File: src/rtl/wb_regfile_stage.sv
// Writeback stage: selects the result from MEM/WB, commits it to the integer register file,
// serves the decode read ports with write-through bypass and counts retired instructions.
module wb_regfile_stage #(
  parameter int DATA_W   = 32,
  parameter int NUM_REGS = 32,
  parameter int ADDR_W   = 5,
  parameter int CNT_W    = 64
) (
  input  logic              clk,
  input  logic              rst,
  input  logic [1:0]        ResultSrcW,
  input  logic              RegWriteW,
  input  logic [DATA_W-1:0] ReadDataW,
  input  logic [DATA_W-1:0] ALUResultW,
  input  logic [ADDR_W-1:0] RdW,
  input  logic [DATA_W-1:0] ExtImmW,
  input  logic [DATA_W-1:0] PCPlus4W,
  input  logic              ValidW,
  input  logic [ADDR_W-1:0] Rs1D,
  input  logic [ADDR_W-1:0] Rs2D,
  output logic [DATA_W-1:0] RD1D,
  output logic [DATA_W-1:0] RD2D,
  output logic [DATA_W-1:0] ResultW,
  output logic [CNT_W-1:0]  InstRetCount
);

  logic [DATA_W-1:0] result_w;
  logic              wr_en;
  logic [DATA_W-1:0] regs_q [NUM_REGS];
  logic [DATA_W-1:0] regs_d [NUM_REGS];
  logic [CNT_W-1:0]  cnt_q;
  logic [CNT_W-1:0]  cnt_d;
  logic              byp1;
  logic              byp2;

  always_comb begin
    result_w = ALUResultW;
    case (ResultSrcW)
      2'b00:   result_w = ALUResultW;
      2'b01:   result_w = ReadDataW;
      2'b10:   result_w = PCPlus4W;
      2'b11:   result_w = ExtImmW;
      default: result_w = ALUResultW;
    endcase
  end

  assign ResultW = result_w;

  // x0 is never written, so it stays zero after reset.
  assign wr_en = rst && RegWriteW && (RdW != '0);

  always_comb begin
    regs_d = regs_q;
    if (wr_en) begin
      regs_d[RdW] = result_w;
    end
  end

  always_ff @(posedge clk) begin
    if (!rst) begin
      for (int i = 0; i < NUM_REGS; i++) begin
        regs_q[i] <= '0;
      end
    end else begin
      regs_q <= regs_d;
    end
  end

  always_comb begin
    cnt_d = cnt_q;
    if (ValidW) begin
      cnt_d = cnt_q + CNT_W'(1);
    end
  end

  always_ff @(posedge clk) begin
    if (!rst) begin
      cnt_q <= '0;
    end else begin
      cnt_q <= cnt_d;
    end
  end

  assign InstRetCount = cnt_q;

  // Same-cycle write-through replaces the classic negedge register-file write.
  assign byp1 = wr_en && (RdW == Rs1D);
  assign byp2 = wr_en && (RdW == Rs2D);

  always_comb begin
    RD1D = '0;
    if (rst && (Rs1D != '0)) begin
      RD1D = byp1 ? result_w : regs_q[Rs1D];
    end
  end

  always_comb begin
    RD2D = '0;
    if (rst && (Rs2D != '0)) begin
      RD2D = byp2 ? result_w : regs_q[Rs2D];
    end
  end

endmodule

File: config.mk
export PLATFORM = sky130hd
export DESIGN_NAME = wb_regfile_stage
export DESIGN_NICKNAME = d
export VERILOG_FILES = /design/src/rtl/wb_regfile_stage.sv
export SDC_FILE = /design/constraint.sdc
export NUM_CORES = 2
export LEC_CHECK = 0
export CORE_ASPECT_RATIO = 0.8
export CORE_UTILIZATION = 51
export DETAILED_ROUTE_END_ITERATION = 6
export PLACE_DENSITY = 0.73
export RECOVER_POWER = 25
export SYNTH_ARGS = -nofsm -noshare
export SYNTH_HDL_FRONTEND = slang
export SYNTH_SLANG_ARGS = --single-unit
File: constraint.sdc
create_clock -name clk -period 2.5 [get_ports clk]
set_input_delay 0.5 -clock clk [delete_from_list [all_inputs] [get_ports clk]]
set_output_delay 0.5 -clock clk [all_outputs]
set_load 0.01 [all_outputs]
==> summary.txt <==
Status
  – Outcome: finished with violations
  – Failing checks: DRC, capacitance limit, slew limit, setup timing

Route
  – WL per Instance: between 20 and 30 µm
  – TritonRoute pass-1 iters: 7
  – Drt total wl: 246,000 µm
  – DR vias/cell: approximately 6.7
  – Antenna Nets Post-Route: 0
  – Drt drc: 12
  – Via count: 58,600
  – 1st-iter DRT viols: 10,600

STA
  – Hold Violations, Final: 0
  – Worst slew margin relative to its limit: -0.0729
  – Setup violators final: 446
  – Fmax: 317 MHz
  – Tcrit/Tclk final: 1.26
  – Setup Skew: 0.0245 ns
  – Max Slew Vio Count: 132
  – PnR worst setup slack: -0.657 ns
  – Minimum clock period: 3.16 ns
  – Setup TNS: -59.70 ns
  – RSZ-0062 raised after global routing: true
  – Least-Margin Pin Slew: between 1.5 and 2 ns

Critical path
  – Worst endpoint required time: 2.00 ns
  – Crit. Startpoint: regs_q[722]$_SDFFE_PN0P_
  – Worst Path Max Fanout: 3
  – Startpoint class of the critical path: flop
  – Crit path capture type: output port
  – Critical path class: reg2out
  – Worst r2r src: InstRetCount[14]$_SDFFE_PN0P_
  – Worst path arrival time: 2.66 ns

Logic synthesis
  – Sequential fraction of the synthesis area: 0.389
  – Avg Cell Area, Syn: 8.70 µm²
  – Main synth FF type: dfxtp_1
  – Synth Instances: roughly 6,400
  – Top cells by area, synth: dfxtp_1 (39%), mux4_2 (19%), nand2_1 (14%)
  – Post-synth EDFFs: 0
  – Most frequent cells after synthesis: nand2_1 (2,144), a21oi_1 (1,097), dfxtp_1 (1,088), mux4_2 (484), clkbuf_1 (450)
  – Unique cell type count in the Yosys netlist: 72
  – Netlist Area Pre-Place: 56,000 µm²
  – Syn_nets: 6,589
  – Dominant cell type by area after synthesis: dfxtp_1
  – Synth top area share: 0.389
  – Warnings from Yosys: 0
  – Async S/R FF share, synth: 0
  – Count of state elements after synthesis: 1,088
  – Most frequent cell after synthesis: nand2_1

GRT
  – Largest net degree at the start of global routing: 235
  – Initial antenna violation count: 5
  – Global Route Usage Sum: 0.425
  – Global-route wire length before repair: 353,000 µm
  – Vias in the first global route: 56,200
  – Gr ovfl total: 0

Worst hold path
  – Worst hold path type: in2reg
  – Hold Crit Start: rst

Cells and area
  – Combined flip-flop and latch cell area: 21,900 µm²
  – Fillcell total: 7,869
  – Post-route cell area: 75,000 µm²
  – Share of cells above drive strength 1: 0.310
  – Fin nets: between 7,000 and 8,000
  – Area growth from synthesis to layout: 34.0%
  – Multi-input logic area: between 30,000 and 40,000 µm²

Clocking
  – CTS Root Cell: clkbuf_16
  – CTS tree: built
  – Worst-Skew Late Latency: 0.75 ns
  – Cts hold-fix bufs: 0
  – CTS Buf Count: 107
  – Clk buf depth: 3
  – Clock Sink Count: 1,088
  – CTS H-tree lvls: 3
  – Clock transition at path regs: 0.06 ns

Floorplanning
  – Row cnt: 108
  – Io pins: 309
  – Die area: 111,000 µm²
  – Die height: 298 µm
  – Die span in x: approximately 370 µm
  – Core area: 109,000 µm²
  – Initial cell density of the core: 0.515

Place
  – HPWL Detailed: approximately 150,000 µm
  – I/O Buffers: 308
  – Placed cell area: 66,900 µm²
  – Gpl congestion: around 1.1

Power
  – Power per cell area: 548 nW/µm²
  – Static Leak: 26.8 nW
  – Peak supply drop: 0.000632 V

Run
  – Max-cap violation count: 1
[placed cells by master (no fill, tap or decap), types with 27 or more instances in the layout]
cell type,n
clkdlybuf4s50_1,191
o22ai_1,35
dfxtp_2,108
buf_12,163
nand3_1,27
inv_1,37
a21oi_1,1084
clkbuf_16,112
o22ai_2,45
buf_16,29
mux2_2,30
dfxtp_1,980
mux2i_1,125
mux4_2,484
buf_2,71
o21ai_0,53
and2_1,35
buf_6,168
buf_4,673
mux2i_4,27
nand2_1,2127
nor2_1,85
a22oi_2,57
[layout make-up]
class	instances	area share
multi-input cells	4674	0.445
flip-flops and latches	1088	0.292
repair buffers	1348	0.186
clock buffers	145	0.0410
well taps	1430	0.0239
clock inverters	51	0.00896
inverters	41	0.00210
diodes	1	0.0000334
[metrics by stage]
stage                      util  hold slack (ns)  total power, mW  std cells  worst slack (ns)
after detailed placement  0.616            0.458             22.7       8407             -1.35
after global placement    0.616            0.448             22.6       8407             -1.35
after CTS                 0.681            0.346             40.4       8740            -0.546
after global routing      0.690            0.361             41.7       8777            -0.640
after floorplan               -            0.443             20.2       6439           -0.0184
final                     0.690            0.376             41.1       8778            -0.657
[per-layer routing]
layer  GRT usage  wire [µm]
met5     0.00128         46
met3       0.147      36900
met4       0.312      21800
met2       0.602     103000
met1       0.537      84100
[power by group]
group | internal (mW) | switching (mW)
Sequential | 17.4 | 0.0587
Clock | 10.1 | 7.60
Combinational | 2.47 | 3.49
Total | 30.0 | 11.1
[path summary, 6_finish.rpt]
check	endpoint	slack [ns]	cells past startpoint
worst max-delay path	RD2D[18]	-0.66	6
worst min register to register	regs_q[640]$_SDFFE_PN0P_	0.47	2
worst max register to register	InstRetCount[41]$_SDFFE_PN0P_	0.15	6
worst min-delay path	InstRetCount[54]$_SDFFE_PN0P_	0.38	3
[what timing repair did]
action	CTS	global route
setup endpoints to repair	96	75
gates cloned	24	2
pin swaps	141	88
buffers inserted	129	48
gates resized for setup	831	278
[worst max-delay path: stages (launching register included)]
cell	delay [ns]
dfxtp_2	0.35
mux2i_1	0.09
a221o_1	0.34
o211ai_1	0.49
a21boi_2	0.14
a311oi_4	0.31
buf_2	0.20
[sequential cells by signal, indices dropped and copies added, names as in the netlist]
register and flops:
regs_q 1024, InstRetCount 64
[cell families (layout without fill, tap and decap cells)]
logic type | after synthesis | after routing | synth area share
simple gates | 2498 | 2498 | 0.180
mux | 688 | 688 | 0.232
fa+ha+maj | 1 | 1 | 0.000223
other cells | 0 | 1 | 0
flops | 1088 | 1088 | 0.389
buf+inv | 677 | 1585 | 0.0507
xor+xnor | 35 | 35 | 0.00547
compound gates | 1452 | 1452 | 0.143
(Power assumes the default switching activity.)
